## src/rtl/uart_port.sv

```systemverilog
// ============================================================================
// Module   : uart_port
// Brief    : 8N1 UART with a CPU register port (data/status) and an RX FIFO.
// Revision : 1.0 - initial release
// ============================================================================
`timescale 1ns/1ps
`default_nettype none

module uart_port #(
  parameter int CLKS_PER_BIT = 16,
  parameter int RX_DEPTH     = 4
) (
  input  logic       clk,
  input  logic       reset,
  input  logic       addr,
  input  logic       RE,
  input  logic       WE,
  input  logic [7:0] din,
  output logic [7:0] dout,
  input  logic       rx,
  output logic       tx,
  output logic       irq
);

  localparam int          c_AW        = $clog2(RX_DEPTH);
  localparam logic [15:0] c_BIT_LAST  = 16'(CLKS_PER_BIT - 1);
  localparam logic [15:0] c_HALF_LAST = 16'(CLKS_PER_BIT / 2 - 1);

  typedef enum logic [1:0] {
    TX_IDLE  = 2'd0,
    TX_START = 2'd1,
    TX_DATA  = 2'd2,
    TX_STOP  = 2'd3
  } tx_state_t;

  typedef enum logic [1:0] {
    RX_IDLE  = 2'd0,
    RX_START = 2'd1,
    RX_DATA  = 2'd2,
    RX_STOP  = 2'd3
  } rx_state_t;

  tx_state_t   r_tx_state;
  logic [15:0] r_tx_cnt;
  logic [2:0]  r_tx_bit;
  logic [7:0]  r_tx_shift;

  rx_state_t   r_rx_state;
  logic [15:0] r_rx_cnt;
  logic [2:0]  r_rx_bit;
  logic [7:0]  r_rx_shift;
  logic        r_rx_meta;
  logic        r_rx_sync;
  logic        r_rx_prev;

  logic [7:0]  r_fifo [RX_DEPTH];
  logic [c_AW:0] r_wptr;
  logic [c_AW:0] r_rptr;
  logic        r_overrun;
  logic        r_frame_err;

  logic        w_empty;
  logic        w_full;
  logic        w_pop;
  logic        w_rx_done;
  logic        w_push;
  logic        w_write;
  logic        w_ovr_set;
  logic        w_ferr_set;
  logic        w_stat_rd;
  logic        w_tx_busy;
  logic [7:0]  w_status;

  // ---------------------------------------------------------------- TX path
  always_ff @(posedge clk) begin
    if (!reset) begin
      r_tx_state <= TX_IDLE;
      r_tx_cnt   <= 16'd0;
      r_tx_bit   <= 3'd0;
      r_tx_shift <= 8'd0;
      tx         <= 1'b1;
    end else begin
      case (r_tx_state)
        TX_IDLE: begin
          if (WE && !addr) begin
            r_tx_shift <= din;
            r_tx_cnt   <= 16'd0;
            r_tx_bit   <= 3'd0;
            tx         <= 1'b0;
            r_tx_state <= TX_START;
          end
        end
        TX_START: begin
          if (r_tx_cnt == c_BIT_LAST) begin
            r_tx_cnt   <= 16'd0;
            tx         <= r_tx_shift[0];
            r_tx_state <= TX_DATA;
          end else begin
            r_tx_cnt <= r_tx_cnt + 16'd1;
          end
        end
        TX_DATA: begin
          if (r_tx_cnt == c_BIT_LAST) begin
            r_tx_cnt <= 16'd0;
            if (r_tx_bit == 3'd7) begin
              tx         <= 1'b1;
              r_tx_state <= TX_STOP;
            end else begin
              r_tx_bit   <= r_tx_bit + 3'd1;
              r_tx_shift <= {1'b0, r_tx_shift[7:1]};
              tx         <= r_tx_shift[1];
            end
          end else begin
            r_tx_cnt <= r_tx_cnt + 16'd1;
          end
        end
        TX_STOP: begin
          if (r_tx_cnt == c_BIT_LAST) begin
            r_tx_cnt   <= 16'd0;
            r_tx_state <= TX_IDLE;
          end else begin
            r_tx_cnt <= r_tx_cnt + 16'd1;
          end
        end
        default: r_tx_state <= TX_IDLE;
      endcase
    end
  end

  // ---------------------------------------------------------------- RX path
  always_ff @(posedge clk) begin
    if (!reset) begin
      r_rx_meta <= 1'b1;
      r_rx_sync <= 1'b1;
      r_rx_prev <= 1'b1;
    end else begin
      r_rx_meta <= rx;
      r_rx_sync <= r_rx_meta;
      r_rx_prev <= r_rx_sync;
    end
  end

  always_ff @(posedge clk) begin
    if (!reset) begin
      r_rx_state <= RX_IDLE;
      r_rx_cnt   <= 16'd0;
      r_rx_bit   <= 3'd0;
      r_rx_shift <= 8'd0;
    end else begin
      case (r_rx_state)
        RX_IDLE: begin
          if (r_rx_prev && !r_rx_sync) begin
            r_rx_cnt   <= 16'd0;
            r_rx_state <= RX_START;
          end
        end
        RX_START: begin
          // Mid-start resample rejects short low glitches.
          if (r_rx_cnt == c_HALF_LAST) begin
            r_rx_cnt   <= 16'd0;
            r_rx_bit   <= 3'd0;
            r_rx_state <= r_rx_sync ? RX_IDLE : RX_DATA;
          end else begin
            r_rx_cnt <= r_rx_cnt + 16'd1;
          end
        end
        RX_DATA: begin
          if (r_rx_cnt == c_BIT_LAST) begin
            r_rx_cnt   <= 16'd0;
            r_rx_shift <= {r_rx_sync, r_rx_shift[7:1]};
            if (r_rx_bit == 3'd7) begin
              r_rx_state <= RX_STOP;
            end else begin
              r_rx_bit <= r_rx_bit + 3'd1;
            end
          end else begin
            r_rx_cnt <= r_rx_cnt + 16'd1;
          end
        end
        RX_STOP: begin
          if (r_rx_cnt == c_BIT_LAST) begin
            r_rx_cnt   <= 16'd0;
            r_rx_state <= RX_IDLE;
          end else begin
            r_rx_cnt <= r_rx_cnt + 16'd1;
          end
        end
        default: r_rx_state <= RX_IDLE;
      endcase
    end
  end

  // ------------------------------------------------------- FIFO and status
  assign w_empty    = (r_wptr == r_rptr);
  assign w_full     = (r_wptr[c_AW] != r_rptr[c_AW]) &&
                      (r_wptr[c_AW-1:0] == r_rptr[c_AW-1:0]);
  assign w_pop      = RE && !addr && !w_empty;
  assign w_stat_rd  = RE && addr;
  assign w_rx_done  = (r_rx_state == RX_STOP) && (r_rx_cnt == c_BIT_LAST);
  assign w_push     = w_rx_done && r_rx_sync;
  assign w_ferr_set = w_rx_done && !r_rx_sync;
  // A pop in the same cycle frees the slot the push lands in.
  assign w_write    = w_push && (!w_full || w_pop);
  assign w_ovr_set  = w_push && w_full && !w_pop;
  assign w_tx_busy  = (r_tx_state != TX_IDLE);
  assign w_status   = {4'b0000, r_frame_err, r_overrun, w_tx_busy, !w_empty};

  always_ff @(posedge clk) begin
    if (!reset) begin
      r_wptr      <= '0;
      r_rptr      <= '0;
      r_overrun   <= 1'b0;
      r_frame_err <= 1'b0;
    end else begin
      if (w_pop) r_rptr <= r_rptr + 1'b1;
      if (w_write) r_wptr <= r_wptr + 1'b1;
      r_overrun   <= w_ovr_set  | (r_overrun   & ~w_stat_rd);
      r_frame_err <= w_ferr_set | (r_frame_err & ~w_stat_rd);
    end
  end

  always_ff @(posedge clk) begin
    if (w_write) r_fifo[r_wptr[c_AW-1:0]] <= r_rx_shift;
  end

  always_comb begin
    dout = 8'h00;
    if (addr) begin
      dout = w_status;
    end else if (!w_empty) begin
      dout = r_fifo[r_rptr[c_AW-1:0]];
    end
  end

  assign irq = !w_empty;

endmodule

`default_nettype wire

```

## config.mk

```make
export PLATFORM = sky130hd
export DESIGN_NAME = uart_port
export DESIGN_NICKNAME = d
export VERILOG_FILES = /design/src/rtl/uart_port.sv
export SDC_FILE = /design/constraint.sdc
export NUM_CORES = 1
export LEC_CHECK = 0
export ABC_AREA = 1
export ABC_CLOCK_PERIOD_IN_PS = 2700
export CORE_MARGIN = 8
export CORE_UTILIZATION = 63
export CTS_BUF_LIST = sky130_fd_sc_hd__clkbuf_8
export DETAILED_ROUTE_END_ITERATION = 10
export PLACE_DENSITY = 0.83
export SYNTH_ARGS = -nofsm -noshare
export SYNTH_HDL_FRONTEND = slang
export SYNTH_SLANG_ARGS = --single-unit
export TNS_END_PERCENT = 1
```

## constraint.sdc

```tcl
create_clock -name clk -period 2.7 [get_ports clk]
set_input_delay 0.675 -clock clk [delete_from_list [all_inputs] [get_ports clk]]
set_output_delay 0.675 -clock clk [all_outputs]
set_load 0.02 [all_outputs]
```

# Yosys cells after proc, flatten, opt, wreduce, memory -nomap -nowiden

Memory sizes are Yosys's and may differ from the RTL's. A register that Yosys moved wholly into a read port is not among the register bits.
Index checks and enable logic that the tools add are counted.

Bits in registers: 70
RAM bits: 32
Input bits: 14
Output and inout bits: 10
Logic and storage cells: 129
Memories: 1

$add $sub $neg: 6
Equality and inequality tests: 26
Mux-type cells: 43
Bitwise logic cells: 5
Reductions and logical operators: 32

Memories:

| name   | depth | bits a word | rd ports | clocked after memory_dff | write ports | RTL line | RTL |
|---|---|---|---|---|---|---|---|
| r_fifo | 4     | 8           | 1        | 1                        | 1           | 56       | `logic [7:0] r_fifo [RX_DEPTH];` |

Operator list:

| kind                                            | count |
|---|---|
| two-way mux 16 bit                              | 5 |
| one-hot mux 16 bit (3 select lines)             | 1 |
| two-way mux 8 bit                               | 5 |
| adder 16 x 1 -> 16 bit (second input constant)  | 2 |
| == test 16 x 4 -> 1 bit (second input constant) | 2 |
| one-hot mux 16 bit (2 select lines)             | 1 |
| two-way mux 2 bit                               | 13 |
| inequality test 2 bit (second input constant)   | 12 |
| two-way mux 3 bit                               | 6 |
| == test 16 x 3 -> 1 bit (second input constant) | 1 |
| one-hot mux 2 bit (4 select lines)              | 2 |
| one-hot mux 8 bit (2 select lines)              | 1 |
| adder 3 x 1 -> 3 bit (second input constant)    | 4 |
| logical AND 1 bit                               | 12 |
| one-hot mux 3 bit (2 select lines)              | 2 |
| AND reduction 4 bit                             | 3 |
| AND reduction 5 bit                             | 2 |
| == test 2 bit (second input constant)           | 4 |
| == test 3 bit (second input constant)           | 2 |
| two-way mux 1 bit                               | 6 |
| nonzero test 2 bit                              | 3 |
| zero test 1 bit                                 | 5 |
| == test 2 x 1 -> 1 bit (second input constant)  | 2 |
| zero test 2 bit                                 | 2 |
| 12 further kinds                                | 14 |

# Logic depth before layout (Yosys ltp)

Gate-level depths: netlist of run 1.

Depth after elaboration: 7
Depth in mapped cells: 11
Depth with buffers taken out: 11

# Least setup slack after synthesis of run 1

Ideal clock, no wire load.

Path type: reg2out
From: reg r_wptr[0]
To: out dout[2]
Arrival: 1507 ps
Required time: 2025 ps
Path slack: 518 ps
Cell stages (with the launch flop): 6
Path buffers: 0
Cell sequence: dfxtp_1 xor2_1 a21oi_1 nand2_1 nand2_1 o21ai_0

Longest elaborated chain between the ends: 3

RTL lines:

| what                   | RTL line | RTL |
|---|---|---|
| start, declared        | 57       | `logic [c_AW:0] r_wptr;` |
| start signal, assigned | 216      | `if (w_write) r_wptr <= r_wptr + 1'b1;` |
| == test 3 bit          | 194      | `assign w_empty = (r_wptr == r_rptr);` |
| two-way mux 8 bit      | 230      | `end else if (!w_empty) begin` |
| two-way mux 8 bit      | 228      | `if (addr) begin` |
| end, declared          | 19       | `output logic [7:0] dout,` |

Every way passes these cells.

# Worst setup path after layout of run 1

From: reg r_wptr[1]
To: out irq

Longest elaborated chain between the ends: 2

RTL lines:

| what            | RTL line | RTL |
|---|---|---|
| == test 3 bit   | 194      |  |
| zero test 1 bit | 235      | `assign irq = !w_empty;` |
| end, declared   | 22       | `output logic irq` |

Every way passes these cells.

==> results of run 1 <==
==> cell usage after synthesis (all sizes together), types with 2 or more instances <==
| library cell | count | area share |
|---|---|---|
| ha | 16 | 0.039 |
| nor2 | 93 | 0.072 |
| o21ai | 31 | 0.032 |
| o211ai | 2 | 0.0029 |
| a32o | 3 | 0.0058 |
| o22ai | 2 | 0.0024 |
| o21bai | 3 | 0.0044 |
| dfxtp | 72 | 0.28 |
| nand3b | 5 | 0.0073 |
| nand3 | 50 | 0.051 |
| nor3b | 3 | 0.0054 |
| clkbuf | 8 | 0.0058 |
| or2 | 7 | 0.0085 |
| a21oi | 53 | 0.053 |
| edfxtp | 32 | 0.19 |
| buf | 8 | 0.0093 |
| nand4 | 7 | 0.0085 |
| inv | 61 | 0.045 |
| nor3 | 13 | 0.018 |
| nand2 | 187 | 0.14 |
| xor2 | 7 | 0.012 |
==> how the worst max path moves through the flow <==
stage	depth (start not counted)	slack (ns)	end	start
floorplan	5	0.52	dout[2]	r_wptr[0]$_SDFFE_PN0N_
global placement	5	-0.13	dout[2]	addr
detailed placement	5	-0.19	dout[7]	addr
CTS	6	0.07	dout[1]	r_wptr[1]$_SDFFE_PN0N_
global route	6	0.01	dout[0]	register
finish	4	0.13	irq	r_wptr[1]$_SDFFE_PN0N_
==> layout make-up <==
cell class | count | area, um2
Multi-Input combinational cell | 486 | 2430
Sequential cell | 104 | 2400
Fill cell | 668 | 2280
Timing Repair Buffer | 36 | 318
Inverter | 62 | 234
Clock inverter | 7 | 133
Tap cell | 105 | 131
Clock buffer | 9 | 124
==> worst reg2reg max path, cell delays in order (launching register included) <==
cell and delay [ns]:
dfxtp_1 0.41, ha_1 0.25, nand3_2 0.14, nor2_2 0.16, nand2_2 0.12, nor3_4 0.24, nand2_4 0.13, nor2_1 0.11
buf_4 0.19
==> power breakdown <==
| group | switching (W) | internal (W) | leakage, nW | total, W |
|---|---|---|---|---|
| Sequential | 0.0000591 | 0.00169 | 0.880 | 0.00175 |
| Combinational | 0.000469 | 0.000247 | 1.31 | 0.000717 |
| Clock | 0.000564 | 0.000638 | 0.130 | 0.00120 |
==> state kept, by name, summed over array words and instances (netlist names), named ones only <==
name	count
r_rx_meta	1
r_rx_cnt	16
r_rx_prev	1
tx	1
r_overrun	1
r_tx_cnt	16
r_rx_sync	1
r_rx_shift	8
r_rptr	3
r_tx_state	2
r_rx_bit	3
r_tx_bit	3
r_frame_err	1
r_fifo	32
r_rx_state	1
r_tx_shift	8
r_wptr	3
==> through the flow <==
stage	instances	util	cell area, um2	total power [W]
floorplan	668	-	5130	0.00232
global placement	793	0.685	5520	0.00247
detailed placement	793	0.685	5520	0.00250
CTS	809	0.716	5770	0.00370
global route	809	0.717	5770	0.00386
finish	809	0.717	5770	0.00367
==> timing repair <==
action                                  in CTS  in global routing
gates resized for setup                     10                  2
buffers inserted                             0                  0
endpoints found under the setup margin       8                  3
==> cell families (layout without fill, tap and decap cells) <==
family	count (synthesis)	after routing	synth area share
buf+inv	78	114	0.0607
compound gates	97	97	0.106
simple gates	365	365	0.313
fa+ha+maj	16	16	0.0390
xor+xnor	8	8	0.0136
flops	104	104	0.468
==> layer usage <==
metal,global-route usage,share of wire
met1,0.228,0.45
met2,0.330,0.50
met3,0.0411,0.047
met4,0.0693,0.010
met5,0,0
==> impl_metrics.json, run 1 <==
{
  "status": "completed",
  "skew_ns": 0.0170,
  "crit_slowest_cell": "clkdlybuf4s50_1",
  "syn_nets": 698,
  "syn_avg_cell_area_um2": 7.69,
  "syn-instance-count": 668,
  "start_util": 0.638,
  "io_pins": 24,
  "ys_types": 43,
  "reg2reg_to": "r_fifo[1][6]$_DFFE_PP_",
  "crit_type": "register to output port",
  "vias_per_cell": 5.44,
  "finalMaxSlewViolations": 0,
  "rsz0062_at_grt": "false",
  "antenna_found_initial": 0,
  "setup_tns_ns": 0,
  "n_antenna_cell": 0,
  "ys_warn_count": 0,
  "maxSlewHeadroom": 0.619,
  "nets": 729,
  "crit_arrival_ns": 1.90,
  "cap_violations": 0,
  "crit_buf_inv": 1,
  "timing.final.crit_share": 0.954,
  "ys_seq_area_frac": 0.468,
  "dp_hpwl_um": 7550,
  "die_w_um": 106,
  "cp-start-kind": "register",
  "crit_fanout": 6,
  "syn2layout_area_growth_pct": 12.5,
  "track_usage": 0.191,
  "wl_per_cell_um": 13.1,
  "drc": 0,
  "setup_violations": 0,
  "finalHoldViolations": 0,
  "holdWs_ns": 0.408,
  "tightest_slew_ns": 0.570,
  "numClockSinks": 104,
  "min_period_ns": 2.57,
  "hold_buffers": 0,
  "insertion_delay_ns": 0.37,
  "holdPathStages": 1,
  "gp_congestion": 0.925,
  "grt_pass1_vias": 4115,
  "grt_overflow": 0,
  "preCtsSetupSlack_ns": -0.187,
  "worstPathRequired_ns": 2.03,
  "cts_buffers": 9,
  "crit_family": "buffers and inverters",
  "reg2reg_depth": 8,
  "core_um2": 8050,
  "syn_area_um2": 5130,
  "leakagePower_nw": 2.32,
  "min_path_type": "register to register",
  "cts_tree": "yes",
  "ys_ff_latch": 104,
  "min-delay-start": "r_rx_meta$_SDFF_PN1_",
  "path_clk_slew_ns": 0.10,
  "r2r_setup_slack_ns": 0.65,
  "max_freq_mhz": 388,
  "cts_root_buffer": "clkbuf_8",
  "die_y_um": 106,
  "clockBufferDepth": 2,
  "timing.final.ws_setup_ns": 0.125,
  "ant_nets": 0,
  "first_iter_violations": 215,
  "final_common_cell": "nand2_1",
  "crit_chain": "or2_0 -> a21oi_1 -> nand2_2 -> clkdlybuf4s50_1",
  "htreeDepth": 3,
  "async_flop_share": 0,
  "grt_pass1_wl_um": 17900,
  "grt_max_degree": 32,
  "synth_edf_count": 32,
  "drive_gt1_frac": 0.0980,
  "end_kind": "output port",
  "min_to": "r_rx_sync$_SDFF_PN1_",
  "powerDensity_nw_per_um2": 635,
  "die_area_um2": 11300,
  "rows": 33,
  "synth_ff_type": "dfxtp_1",
  "dr.pass1.iters": 5,
  "ir_worst_vdd_mv": 0.403,
  "io_buffers": 23,
  "final_cell_mix": "nand2_1, nor2_1, dfxtp_1, inv_1, a21oi_1",
  "r2r-start": "r_rx_cnt[0]$_SDFFE_PN0P_",
  "wirelength_um": 10600,
  "max_stage_delay_ns": 0.57,
  "num_vias": 4400
}
Power figures use the tool's default switching activity.
==> run 2, diff against run 1 <==
- CORE_MARGIN: 8 -> default
- SKIP_CTS_REPAIR_TIMING: default -> 1
==> run 2 against run 1 <==
Via count decreased by 0.48%. Largest cell class unchanged. Power fell by 9.6%. Core utilization up 1.6 points. Highest routed layer unchanged. Critical endpoint unchanged.
==> impl_metrics.json, run 2 (synthesis gave the netlist of run 1 again) <==
{
  "status": "completed",
  "r2r_setup_slack_ns": 0.52,
  "crit_buf_inv": 1,
  "wl_per_cell_um": 13.0,
  "grt_max_degree": 26,
  "cp-start-kind": "register",
  "max_freq_mhz": 396,
  "antenna_found_initial": 0,
  "maxSlewHeadroom": 0.651,
  "skew_ns": 0.0139,
  "timing.final.crit_share": 0.936,
  "grt_pass1_vias": 4195,
  "n_antenna_cell": 0,
  "setup_violations": 0,
  "final_cell_mix": "nand2_1, nor2_1, dfxtp_1, inv_1, a21oi_1",
  "clkPwrFrac": 0.251,
  "rows": 32,
  "min_period_ns": 2.53,
  "r2r-start": "r_tx_state[0]$_SDFFE_PN0P_",
  "ant_nets": 0,
  "rsz0062_at_grt": "false",
  "drc": 0,
  "path_clk_slew_ns": 0.09,
  "crit_end": "irq",
  "core_um2": 7810,
  "leakagePower_nw": 2.39,
  "track_usage": 0.269,
  "powerDensity_nw_per_um2": 579,
  "tightest_slew_ns": 0.522,
  "gp_congestion": 0.902,
  "cp.depth": 4,
  "crit_type": "register to output port",
  "cap_violations": 0,
  "first_iter_violations": 247,
  "power_switching_w": 0.00104,
  "crit_family": "buffers and inverters",
  "seq_area_um2": 2410,
  "io_buffers": 23,
  "max_stage_delay_ns": 0.57,
  "final.fill_count": 625,
  "io_pins": 24,
  "die_y_um": 92.3,
  "multi_input_area_um2": 2430,
  "reg2reg_depth": 7,
  "clockBufferDepth": 2,
  "reg2reg_to": "r_tx_bit[1]$_SDFFE_PN0P_",
  "cts_buffers": 9,
  "start_util": 0.658,
  "htreeDepth": 3,
  "num_vias": 4379,
  "vias_per_cell": 5.42,
  "dr.pass1.iters": 5,
  "cts_tree": "yes",
  "syn2layout_area_growth_pct": 11.6,
  "end_kind": "output port",
  "insertion_delay_ns": 0.37,
  "finalHoldViolations": 0,
  "preCtsSetupSlack_ns": -0.236,
  "wirelength_um": 10500,
  "worstPathRequired_ns": 2.03,
  "dp_hpwl_um": 7500,
  "largest_reg_flops": 32,
  "grt_pass1_wl_um": 18100,
  "die_w_um": 92.3,
  "timing.final.ws_setup_ns": 0.174,
  "p_seq_frac": 0.528,
  "holdWs_ns": 0.421,
  "numClockSinks": 104,
  "min_path_type": "register to register",
  "crit_chain": "or2_0 -> a21oi_2 -> nand2_1 -> clkdlybuf4s50_1",
  "die_area_um2": 8510,
  "grt_overflow": 0,
  "ir_worst_vdd_mv": 0.319,
  "final_common_cell": "nand2_1",
  "crit_slowest_cell": "clkdlybuf4s50_1",
  "p_comb_frac": 0.221,
  "setup_tns_ns": 0,
  "switching_share": 0.315,
  "drive_gt1_frac": 0.101,
  "cts_root_buffer": "clkbuf_8",
  "nets": 731,
  "critPathLaunch": "r_wptr[1]$_SDFFE_PN0N_",
  "finalMaxSlewViolations": 0,
  "p_int_w": 0.00227,
  "crit_arrival_ns": 1.85,
  "crit_fanout": 6
}
run 2: cell types whose count changed in the layout (fill, tap and decap cells not counted), moves of 2 or more:
cell,before,now
inv_8,3,0
clkinvlp_4,0,2
dlygate4sd2_1,8,0
bufinv_16,3,0
buf_4,13,15
clkinv_4,0,2
dlymetal6s2s_1,0,8
run 2: final cells by class:
cell class,count,area share
Multi-Input combinational cell,486,0.424
Clock inverter,7,0.00721
Sequential cell,104,0.420
Timing Repair Buffer,38,0.0634
Inverter,62,0.0415
Clock buffer,9,0.0216
Tap cell,102,0.0223
run 2: layer usage:
metal  global-route usage  share of wire
met2                0.474           0.49
met1                0.320           0.44
met4               0.0885          0.015
met5                    0              0
met3               0.0647          0.050
run 2: through the flow:
step	cell area, um2	power (W)	util	std cells
2_1_floorplan	5130	0.00232	-	668
3_3_place_gp	5510	0.00248	0.706	790
3_5_place_dp	5510	0.00251	0.706	790
4_1_cts	5680	0.00333	0.727	806
5_1_grt	5730	0.00352	0.733	808
6_report	5730	0.00331	0.733	808
run 2: worst min path at each step:
| stage | start | to | slack, ns | cells after the start |
|---|---|---|---|---|
| after floorplan | r_rx_meta$_SDFF_PN1_ | r_rx_sync$_SDFF_PN1_ | 0.39 | 1 |
| after global routing | r_rx_meta$_SDFF_PN1_ | r_rx_sync$_SDFF_PN1_ | 0.43 | 1 |
| final | r_rx_meta$_SDFF_PN1_ | r_rx_sync$_SDFF_PN1_ | 0.42 | 1 |
| after global placement | r_rx_meta$_SDFF_PN1_ | r_rx_sync$_SDFF_PN1_ | 0.39 | 1 |
| after detailed placement | r_rx_meta$_SDFF_PN1_ | r_rx_sync$_SDFF_PN1_ | 0.40 | 1 |
| after CTS | r_rx_meta$_SDFF_PN1_ | r_rx_sync$_SDFF_PN1_ | 0.42 | 1 |
run 2: power by group through the flow:
| stage | clock network [W] | registers [W] | logic (W) |
|---|---|---|---|
| after detailed placement | 0 | 0.00178 | 0.000728 |
| after floorplan | 0 | 0.00178 | 0.000544 |
| final | 0.000832 | 0.00175 | 0.000734 |
| after CTS | 0.000850 | 0.00175 | 0.000735 |
| after global placement | 0 | 0.00178 | 0.000702 |
| after global routing | 0.000923 | 0.00176 | 0.000834 |
==> run 3, diff against run 2 <==
- ABC_AREA: 1 -> default
- CORE_UTILIZATION: 63 -> 62
- PLACE_DENSITY: 0.83 -> default
- PLACE_DENSITY_LB_ADDON: default -> 0.1
==> run 3 against run 2 <==
Die area down 4.8%. Power down 4.4%. Register-to-register slack worse by 0.21 ns. Combinational power down 29%. Non-clock buffer count up 2. Routed wire length down 11%. Area after synthesis down 6.5%. Clock skew down 0.0011 ns. Count of clock-buffer cells in the layout unchanged. Sequential cell count unchanged. Largest cell class is now flip-flops and latches. Highest routed layer unchanged.
==> impl_metrics.json, run 3 <==
{
  "synth_edf_count": 32,
  "nets": 532,
  "holdWs_ns": 0.433,
  "grt_pass1_wl_um": 15900,
  "powerDensity_nw_per_um2": 587,
  "syn_area_um2": 4800,
  "synthTopCellsByCount": "dfxtp_1, nand2_1, nor2_1",
  "insertion_delay_ns": 0.37,
  "cts_tree": "yes",
  "max_stage_delay_ns": 0.43,
  "wl_per_cell_um": 15.4,
  "ir_worst_vdd_mv": 0.319,
  "cp-start-kind": "register",
  "rsz0062_at_grt": "false",
  "leakagePower_nw": 2.15,
  "synth.most_common_cell": "dfxtp_1",
  "async_flop_share": 0,
  "crit_fanout": 9,
  "status": "completed",
  "timing.final.crit_share": 0.941,
  "syn_avg_cell_area_um2": 10.2,
  "largest_reg_flops": 32,
  "final_cell_mix": "dfxtp_1, nand2_1, nor2_1, edfxtp_1, nand3_1",
  "core_um2": 7370,
  "setup_tns_ns": 0,
  "grt_overflow": 0,
  "yosys.area.top_type": "dfxtp_1",
  "min_path_type": "register to register",
  "htreeDepth": 3,
  "wirelength_um": 9360,
  "drive_gt1_frac": 0.116,
  "rows": 31,
  "vias_per_cell": 5.97,
  "worstPathRequired_ns": 2.03,
  "io_buffers": 23,
  "grt_max_degree": 33,
  "die_w_um": 90.0,
  "io_pins": 24,
  "placed_area_um2": 5170,
  "crit_family": "buffers and inverters",
  "gp_congestion": 0.790,
  "path_clk_slew_ns": 0.11,
  "ys_seq_area_frac": 0.500,
  "final_util": 0.733,
  "end_kind": "output port",
  "crit_arrival_ns": 1.86,
  "die_area_um2": 8100,
  "final_cell_area_um2": 5400,
  "dr.pass1.iters": 5,
  "antenna_found_initial": 0,
  "tightest_slew_ns": 0.638,
  "die_y_um": 90.0,
  "ys_ff_latch": 104,
  "crit_type": "register to output port",
  "cts_buffers": 9,
  "final_common_cell": "dfxtp_1",
  "dp_hpwl_um": 6500,
  "cap_violations": 0,
  "track_usage": 0.244,
  "clockBufferDepth": 2,
  "cts_root_buffer": "clkbuf_8",
  "synthTopCellsByArea": "dfxtp_1, edfxtp_1, nand2_1",
  "min_period_ns": 2.54,
  "first_iter_violations": 204,
  "max_freq_mhz": 394,
  "drc": 0,
  "numClockSinks": 104,
  "crit_chain": "xor2_1 -> nor3b_1 -> buf_4 -> inv_1 -> nand2_1 -> o21ai_0 -> dlymetal6s2s_1",
  "yosysTopAreaCellShare": 0.300,
  "crit_buf_inv": 3,
  "skew_ns": 0.0128,
  "finalMaxSlewViolations": 0,
  "num_vias": 3619,
  "maxSlewHeadroom": 0.572,
  "synth_ff_type": "dfxtp_1",
  "start_util": 0.652,
  "setup_violations": 0,
  "crit_slowest_cell": "dfxtp_1",
  "n_antenna_cell": 0,
  "syn2layout_area_growth_pct": 12.5,
  "r2r_setup_slack_ns": 0.31,
  "syn-instance-count": 471,
  "ys_warn_count": 0,
  "grt_pass1_vias": 3381,
  "ant_nets": 0,
  "ys_types": 57,
  "syn_nets": 501,
  "finalPower_w": 0.00317,
  "finalHoldViolations": 0
}
run 3: cell count changes after synthesis, sizes merged, moves of 10 or more:
cell | before | now
inv | 61 | 10
xor2 | 7 | 17
nor3 | 13 | 1
o21ai | 31 | 11
nand3 | 50 | 28
a21oi | 53 | 27
nand2 | 187 | 54
nor2 | 93 | 49
and3 | 0 | 14
run 3: path summary, 6_finish.rpt:
kind,startpoint,end,cells past startpoint
max reg2reg,r_rx_cnt[8]$_SDFFE_PN0P_,r_fifo[2][2]$_DFFE_PP_,4
min reg2reg,r_rx_meta$_SDFF_PN1_,r_rx_sync$_SDFF_PN1_,1
max,r_wptr[1]$_SDFFE_PN0N_,dout[3],7
min,r_rx_meta$_SDFF_PN1_,r_rx_sync$_SDFF_PN1_,1
run 3: per-layer routing:
layer / vias to the layer above / routed length, um / part of all wire / GRT usage
li1: 1783 / - / - / -
met1: 1721 / 4250 / 0.45 / 0.329
met2: 101 / 4490 / 0.48 / 0.395
met3: 14 / 470 / 0.050 / 0.0431
met4: 0 / 142 / 0.015 / 0.0914
met5: - / 0 / 0 / 0
run 3: kinds of logic after synthesis:
group,count (synthesis),share of synthesized area
simple gates,206,0.219
xor+xnor,22,0.0401
fa+ha+maj,16,0.0417
flops,104,0.500
compound gates,77,0.114
mux,15,0.0521
buf+inv,31,0.0323
run 3: report_power, final:
| part | switching, W | internal [W] | total [W] |
|---|---|---|---|
| clock | 0.000580 | 0.000369 | 0.000950 |
| combinational | 0.000320 | 0.000200 | 0.000520 |
| sequential | 0.0000461 | 0.00165 | 0.00170 |
| total | 0.000946 | 0.00222 | 0.00317 |
run 3: final cells by class:
class | count | area [um2]
clock buffers | 9 | 124
clock inverters | 7 | 86.3
fillers | 541 | 1970
inverters | 11 | 41.3
multi-input cells | 336 | 2240
flip-flops and latches | 104 | 2400
well taps | 99 | 124
repair buffers | 40 | 380
run 3: metrics by stage:
| stage | std cells | setup slack [ns] |
|---|---|---|
| 6_report | 606 | 0.160 |
| 5_1_grt | 606 | 0.00815 |
| 4_1_cts | 606 | -0.255 |
| 3_5_place_dp | 590 | -0.134 |
| 3_3_place_gp | 590 | -0.0958 |
| 2_1_floorplan | 471 | 0.352 |
